===== config.mk =====
export PLATFORM = sky130hd
export DESIGN_NAME = if_id_stage
export DESIGN_NICKNAME = d
export VERILOG_FILES = /design/src/rtl/if_id_stage.sv
export SDC_FILE = /design/constraint.sdc
export NUM_CORES = 1
export LEC_CHECK = 0
export ABC_AREA = 1
export ABC_CLOCK_PERIOD_IN_PS = 5500
export CORE_MARGIN = 2
export CORE_UTILIZATION = 42
export CTS_CLUSTER_DIAMETER = 80
export CTS_CLUSTER_SIZE = 16
export DETAILED_ROUTE_END_ITERATION = 10
export MAX_ROUTING_LAYER = met4
export PLACE_DENSITY = 0.75
export SLEW_MARGIN = 20
export SYNTH_ARGS = -nofsm -noshare
export SYNTH_HDL_FRONTEND = slang
export SYNTH_SLANG_ARGS = --single-unit

===== constraint.sdc =====
create_clock -name clk -period 5.5 [get_ports clk]
set_clock_uncertainty 0.2 [all_clocks]
set_input_delay 1.1 -clock clk [delete_from_list [all_inputs] [get_ports clk]]
set_output_delay 1.1 -clock clk [all_outputs]
set_load 0.01 [all_outputs]

===== src/rtl/if_id_stage.sv =====
// Fetch stage with the IF/ID pipeline register, PC, redirect handling and fetched-instruction counter.
// Latency: one cycle from imem_addr to id_instr; redirects insert exactly one bubble.
// Backpressure: stall holds the PC and IF/ID register; a redirect overrides stall, flush only clears IF/ID.
module if_id_stage #(
  parameter logic [31:0] RESET_PC = 32'h00000000
) (
  input  logic        clk,
  input  logic        rst,
  input  logic        stall,
  input  logic        flush,
  input  logic        branch_taken,
  input  logic [31:0] branch_target,
  input  logic        jump,
  input  logic [25:0] jump_index,
  input  logic [31:0] imem_rdata,
  output logic [31:0] imem_addr,
  output logic [31:0] id_instr,
  output logic [5:0]  id_opcode,
  output logic [31:0] id_pc_plus4,
  output logic        id_valid,
  output logic [31:0] fetch_count
);

  typedef enum logic [1:0] {
    BOOT = 2'd0,
    RUN  = 2'd1,
    HOLD = 2'd2
  } state_t;

  state_t      state;
  state_t      state_next;

  logic [31:0] pc;
  logic [31:0] pc_next;
  logic [31:0] pc_plus4;
  logic [31:0] jump_target;
  logic [31:0] redirect_target;
  logic        redirect;

  logic [31:0] id_instr_next;
  logic [31:0] id_pc_plus4_next;
  logic        id_valid_next;
  logic [31:0] fetch_count_next;

  // Address arithmetic: sequential PC wraps naturally at 2^32; jump stays in the 256MB region of the decoded instruction
  always_comb begin
    pc_plus4        = pc + 32'd4;
    jump_target     = {id_pc_plus4[31:28], jump_index, 2'b00};
    redirect        = jump | branch_taken;
    redirect_target = jump ? jump_target : branch_target;
  end

  // Next-state and datapath selection; priority is redirect > flush > stall > sequential fetch
  always_comb begin
    state_next       = state;
    pc_next          = pc;
    id_instr_next    = id_instr;
    id_pc_plus4_next = id_pc_plus4;
    id_valid_next    = id_valid;
    fetch_count_next = fetch_count;
    case (state)
      BOOT: begin
        // First cycle out of reset: nothing is fetched and redirects are ignored
        state_next = RUN;
      end
      RUN, HOLD: begin
        if (redirect) begin
          pc_next       = redirect_target;
          id_instr_next = 32'h00000000;
          id_valid_next = 1'b0;
          state_next    = RUN;
        end else if (flush) begin
          id_instr_next = 32'h00000000;
          id_valid_next = 1'b0;
          if (!stall) begin
            pc_next = pc_plus4;
          end
          state_next = stall ? HOLD : RUN;
        end else if (stall) begin
          state_next = HOLD;
        end else begin
          id_instr_next    = imem_rdata;
          id_pc_plus4_next = pc_plus4;
          id_valid_next    = 1'b1;
          fetch_count_next = fetch_count + 32'd1;
          pc_next          = pc_plus4;
          state_next       = RUN;
        end
      end
      default: begin
        state_next = BOOT;
      end
    endcase
  end

  // State, PC and IF/ID register; reset takes effect immediately and discards any pending operation
  always_ff @(posedge clk or posedge rst) begin
    if (rst) begin
      state       <= BOOT;
      pc          <= RESET_PC;
      id_instr    <= 32'h00000000;
      id_pc_plus4 <= 32'h00000000;
      id_valid    <= 1'b0;
      fetch_count <= 32'h00000000;
    end else begin
      state       <= state_next;
      pc          <= pc_next;
      id_instr    <= id_instr_next;
      id_pc_plus4 <= id_pc_plus4_next;
      id_valid    <= id_valid_next;
      fetch_count <= fetch_count_next;
    end
  end

  // Fetch address is the PC itself; opcode is taken straight from the registered word so bubbles decode as 0
  always_comb begin
    imem_addr = pc;
    id_opcode = id_instr[31:26];
  end

endmodule


## Yosys cells after proc, flatten, opt, wreduce, memory -nomap -nowiden

Index checks and enable logic that the tools add are counted.

| word-level totals | value |
|---|---|
| flip-flop bits (word level) | 131 |
| output and inout bits | 135 |

| cells by class | value |
|---|---|
| add/sub/neg operators | 2 |
| eq/ne operators | 4 |
| muxes and demuxes | 12 |
| bitwise operators | 4 |
| reductions and logical operators | 5 |

Operators with widths:

| cell | number |
|---|---|
| $mux 32 | 6 |
| $add 32x1->32 const B | 1 |
| $add 32x3->32 const B | 1 |
| $mux 2 | 2 |
| $pmux 2 s2 | 1 |
| $reduce_and 2->1 | 2 |
| $reduce_and 4->1 | 1 |
| $mux 1 | 3 |
| $ne 3x1->1 const B | 1 |
| $not 1->1 | 3 |
| $eq 2x1->1 const B | 1 |
| $eq 2x2->1 const B | 1 |
| $logic_not 2->1 | 1 |
| $ne 2x1->1 const B | 1 |
| $reduce_or 2->1 | 1 |
| $or 1x1->1 | 1 |

## Depth between registers and ports, before layout

| depth | value |
|---|---|
| word-level depth | 3 |
| gate-level depth with buffers | 10 |
| gate-level depth less buffers | 10 |

## Least setup slack after synthesis

OpenSTA, ideal clock, no wires.

| path | value |
|---|---|
| path kind | input to register |
| start point | in branch_taken |
| end point | reg fetch_count[30] |
| arrival time | 2052 ps |
| path slack | 3131 ps |
| cell stages on the path | 8 |
| buffers on the path | 0 |
| cell sequence | nor2_4 nand4_4 nor2_1 nand2_1 nor2_4 nand3_1 nand2_1 nand2_1 |

| on the way | value |
|---|---|
| word-level cells in the longest chain between the ends | 3 |

RTL lines:

| what | line | RTL |
|---|---|---|
| start: declaration | 11 | `input logic branch_taken,` |
| $or 1x1->1 | 49 | `redirect = jump \| branch_taken;` |
| $not 1->1 (no source line) | n/a |  |
| $reduce_and 4->1 (no source line) | n/a |  |
| end signal: assignment | 111 | `fetch_count <= fetch_count_next;` |
| end: declaration | 21 | `output logic [31:0] fetch_count` |

No other way between the ends.
A chain may end at the register's enable or synchronous reset.

## Worst setup path after layout

| path | value |
|---|---|
| start point | in branch_taken |
| end point | reg pc[11] (netlist: imem_addr[11]) |

| on the way | value |
|---|---|
| word-level cells in the longest chain between the ends | 3 |
| elaborated cells between the ends (all ways) | 4 |

RTL lines:

| what | line | RTL |
|---|---|---|
| $or 1x1->1 (*) | 49 |  |
| $ne 2x1->1 (no source line) | n/a |  |
| $reduce_and 2->1 (no source line) | n/a |  |
| end signal: assignment | 107 | `pc <= pc_next;` |
| end: declaration | 33 | `logic [31:0] pc;` |

Every way passes the cells marked *; elsewhere a longest branch is shown, timed or not.

==> run_results.csv <==
group,metric,value,unit
floorplan,dieArea,0.0166,mm²
sta,min_period,3.30,ns
worst_setup_path,crit_arrival,3.39,ns
final_layout,finalNetCount,1109,
worst_setup_path,path_class,"input pin to register",
clocking,cts-hold-fix-buffers,0,
logic_synthesis,ys_seq_area_frac,0.500,
logic_synthesis,yosys_warnings,0,
logic_synthesis,synth_area,0.00655,mm²
worst_setup_path,slowest_stage,"nand2_1",
detailed_routing,vias,6267,
logic_synthesis,syn_nets,890,
floorplan,start_util,0.431,
grt,gr-usage-all-layers,0.249,
clocking,cts_tree,"done",
sta,worst-slew-pin-transition,1.10,ns
worst_setup_path,r2r_cells,7,
clocking,clk_pin_slew_worst_paths,0.06,ns
detailed_routing,vias_per_cell,5.17,
worst_setup_path,r2r_start,"state[0]$_DFF_PP0_",
worst_setup_path,ff2ff_setup_slack,2.82,ns
detailed_routing,drt_first_iter_violations,494,
sta,worst_slack,2.20,ns
detailed_routing,dr.pass1.iters,6,
detailed_routing,wire_per_inst,16.3,µm
sta,slew_headroom,0.268,
detailed_routing,wl_met1,8370,µm
placement,dp_hpwl,14300,µm
worst_hold_path,min_path_type,"register to register",
worst_setup_path,r2r-end,"imem_addr[3]$_DFFE_PP0P_",
detailed_routing,met2WireLength,9370,µm
logic_synthesis,ys_types,31,
grt,grt_overflow_total,0,
worst_setup_path,max_stage_delay,0.63,ns
grt,antenna_found_initial,1,
clocking,cts_max_path_buffers,2,
final_layout,area_growth,47.3,%
sta,grt_setup_unrepaired,"false",
worst_setup_path,worstSetupEndpointType,"register",
power,p_leak,4.32,nW
final_layout,drive_above_1_share,0.0509,
worst_setup_path,worst_ep_required_time,5.59,ns
final_layout,mostFrequentLayoutCell,"nand2_1",
grt,grt_pass1_wl,31000,µm
clocking,numCtsBuffers,17,
power,irDropWorstVdd,257,µV
floorplan,io_pins,231,
clocking,h-tree-depth,4,
worst_setup_path,path_common_cell,"nand2_1",
grt,grt_pass1_vias,6115,
floorplan,num_rows,45,
power,power_density,459,mW/mm²
detailed_routing,antenna_left,0,
clocking,clk_latency,0.42,ns
detailed_routing,drc_errors,0,
logic_synthesis,syn_inst,790,
worst_setup_path,cp_max_fo,31,
detailed_routing,maxUsedRoutingLayer,"met4",
clocking,cts-root-buf,"clkbuf_16",
sta,fmax,0.303,GHz
floorplan,die_w,129,µm
placement,gp_congestion,0.903,
detailed_routing,wirelength,19800,µm
clocking,clkSinkCount,131,
sta,setup_viol,0,
worst_setup_path,endpoint,"imem_addr[11]$_DFFE_PP0P_",
placement,io_buffers,230,
logic_synthesis,ys_ff_latch,131,
clocking,cts_setup_buffers,0,
logic_synthesis,syn_avg_cell_area,8.29,µm²
sta,hold_viol,0,
clocking,ctsResizeCount,0,
final_layout,mostFrequentLayoutCells,"242 x nand2_1, 230 x clkdlybuf4s50_1, 131 x dfrtp_1, 104 x nor2_1, 56 x inv_1",
floorplan,die_h,129,µm
floorplan,core_area,0.0152,mm²
detailed_routing,met3_wirelength,1590,µm
status,status,"finished clean",
worst_setup_path,crit_path_start,"branch_taken",
sta,finalMaxSlewViolations,0,
job,maxCapViolations,0,
placement,pre_cts_ws,1.76,ns
sta,tns,0,ns
grt,grt_max_degree,75,
sta,final.period_utilization,0.599,
worst_setup_path,crit_chain,"clkdlybuf4s50_1, nor2_4, nand2_1, nand2_1, inv_1, buf_4, nor2_1, a21oi_1",
worst_setup_path,startpoint_type,"input pin",
[cells in the mapped netlist, drive strengths merged]
master | number | area [µm²]
nand2 | 243 | 915
dfrtp | 131 | 3280
nor2 | 112 | 455
inv | 58 | 218
a22o | 32 | 280
nand3 | 30 | 150
xor2 | 24 | 210
a21oi | 23 | 115
a221oi | 22 | 193
clkbuf | 20 | 75.1
a31oi | 18 | 113
buf | 17 | 100
xnor2 | 14 | 123
nor3 | 9 | 50.1
o21ai | 9 | 45.0
a22oi | 7 | 52.6
nand3b | 5 | 37.5
nand4 | 5 | 46.3
and2 | 4 | 25.0
ha | 4 | 50.1
a41oi | 1 | 8.76
nor2b | 1 | 6.26
or2 | 1 | 6.26
[cell families (layout without fill, tap and decap cells)]
group,Yosys count,in the layout,share of synthesized area
xor+xnor,38,38,0.0508
buf+inv,95,327,0.0600
compound gates,112,112,0.123
simple gates,410,410,0.258
other cells,0,2,0
fa+ha+maj,4,4,0.00764
flops,131,131,0.500
[registers in the layout (all words and copies together) (netlist names)]
signal	flops
fetch_count	32
state	2
id_pc_plus4	32
id_instr	32
imem_addr	32
id_valid	1
[layer usage]
layer / track usage / vias to the layer above
met3: 0.0603 / 34
met4: 0.0991 / 0
met2: 0.394 / 270
met1: 0.309 / 2933
met5: - / -
li1: - / 3030
[metrics by stage]
stage          total power [mW]  hold slack, ns  std cells  area, µm²   util
2_1_floorplan              2.29           0.307        790       6550      -
3_3_place_gp               3.13           0.258       1178       8970  0.590
3_5_place_dp               3.14           0.265       1178       8970  0.590
4_1_cts                    4.45           0.273       1210       9650  0.635
5_1_grt                    4.70           0.302       1211       9650  0.635
6_report                   4.43           0.270       1212       9650  0.635
[worst min path at each step]
stage                                startpoint                           to  depth (start not counted)
detailed placement   id_pc_plus4[6]$_DFFE_PP0P_   id_pc_plus4[6]$_DFFE_PP0P_                          2
floorplan           fetch_count[31]$_DFFE_PP0P_  fetch_count[31]$_DFFE_PP0P_                          1
global placement    fetch_count[31]$_DFFE_PP0P_  fetch_count[31]$_DFFE_PP0P_                          1
CTS                 fetch_count[31]$_DFFE_PP0P_  fetch_count[31]$_DFFE_PP0P_                          1
global route         id_pc_plus4[0]$_DFFE_PP0P_   id_pc_plus4[0]$_DFFE_PP0P_                          2
finish              fetch_count[31]$_DFFE_PP0P_  fetch_count[31]$_DFFE_PP0P_                          1
[final cells by class]
type	instances	area [µm²]
Fill cell	1268	5550
Multi-Input combinational cell	564	2880
Clock buffer	19	443
Sequential cell	131	3280
Tap cell	188	235
Timing Repair Buffer	237	2350
Inverter	58	223
Antenna cell	2	5.00
Clock inverter	13	231
[power by group]
group / internal, mW / total (mW) / leakage, nW / switching, mW
Sequential: 1.23 / 1.53 / 1.65 / 0.296
Combinational: 0.799 / 1.61 / 2.34 / 0.809
Clock: 0.862 / 1.30 / 0.323 / 0.433
[critical path, delay by kind of cell]
| kind | cells | cell delay (ns) |
|---|---|---|
| buffers and inverters | 3 | 1.14 |
| and+or+nand+nor | 4 | 1.08 |
| AOI/OAI and AO/OA | 1 | 0.06 |
No activity file was read; power rests on OpenSTA's default activity.
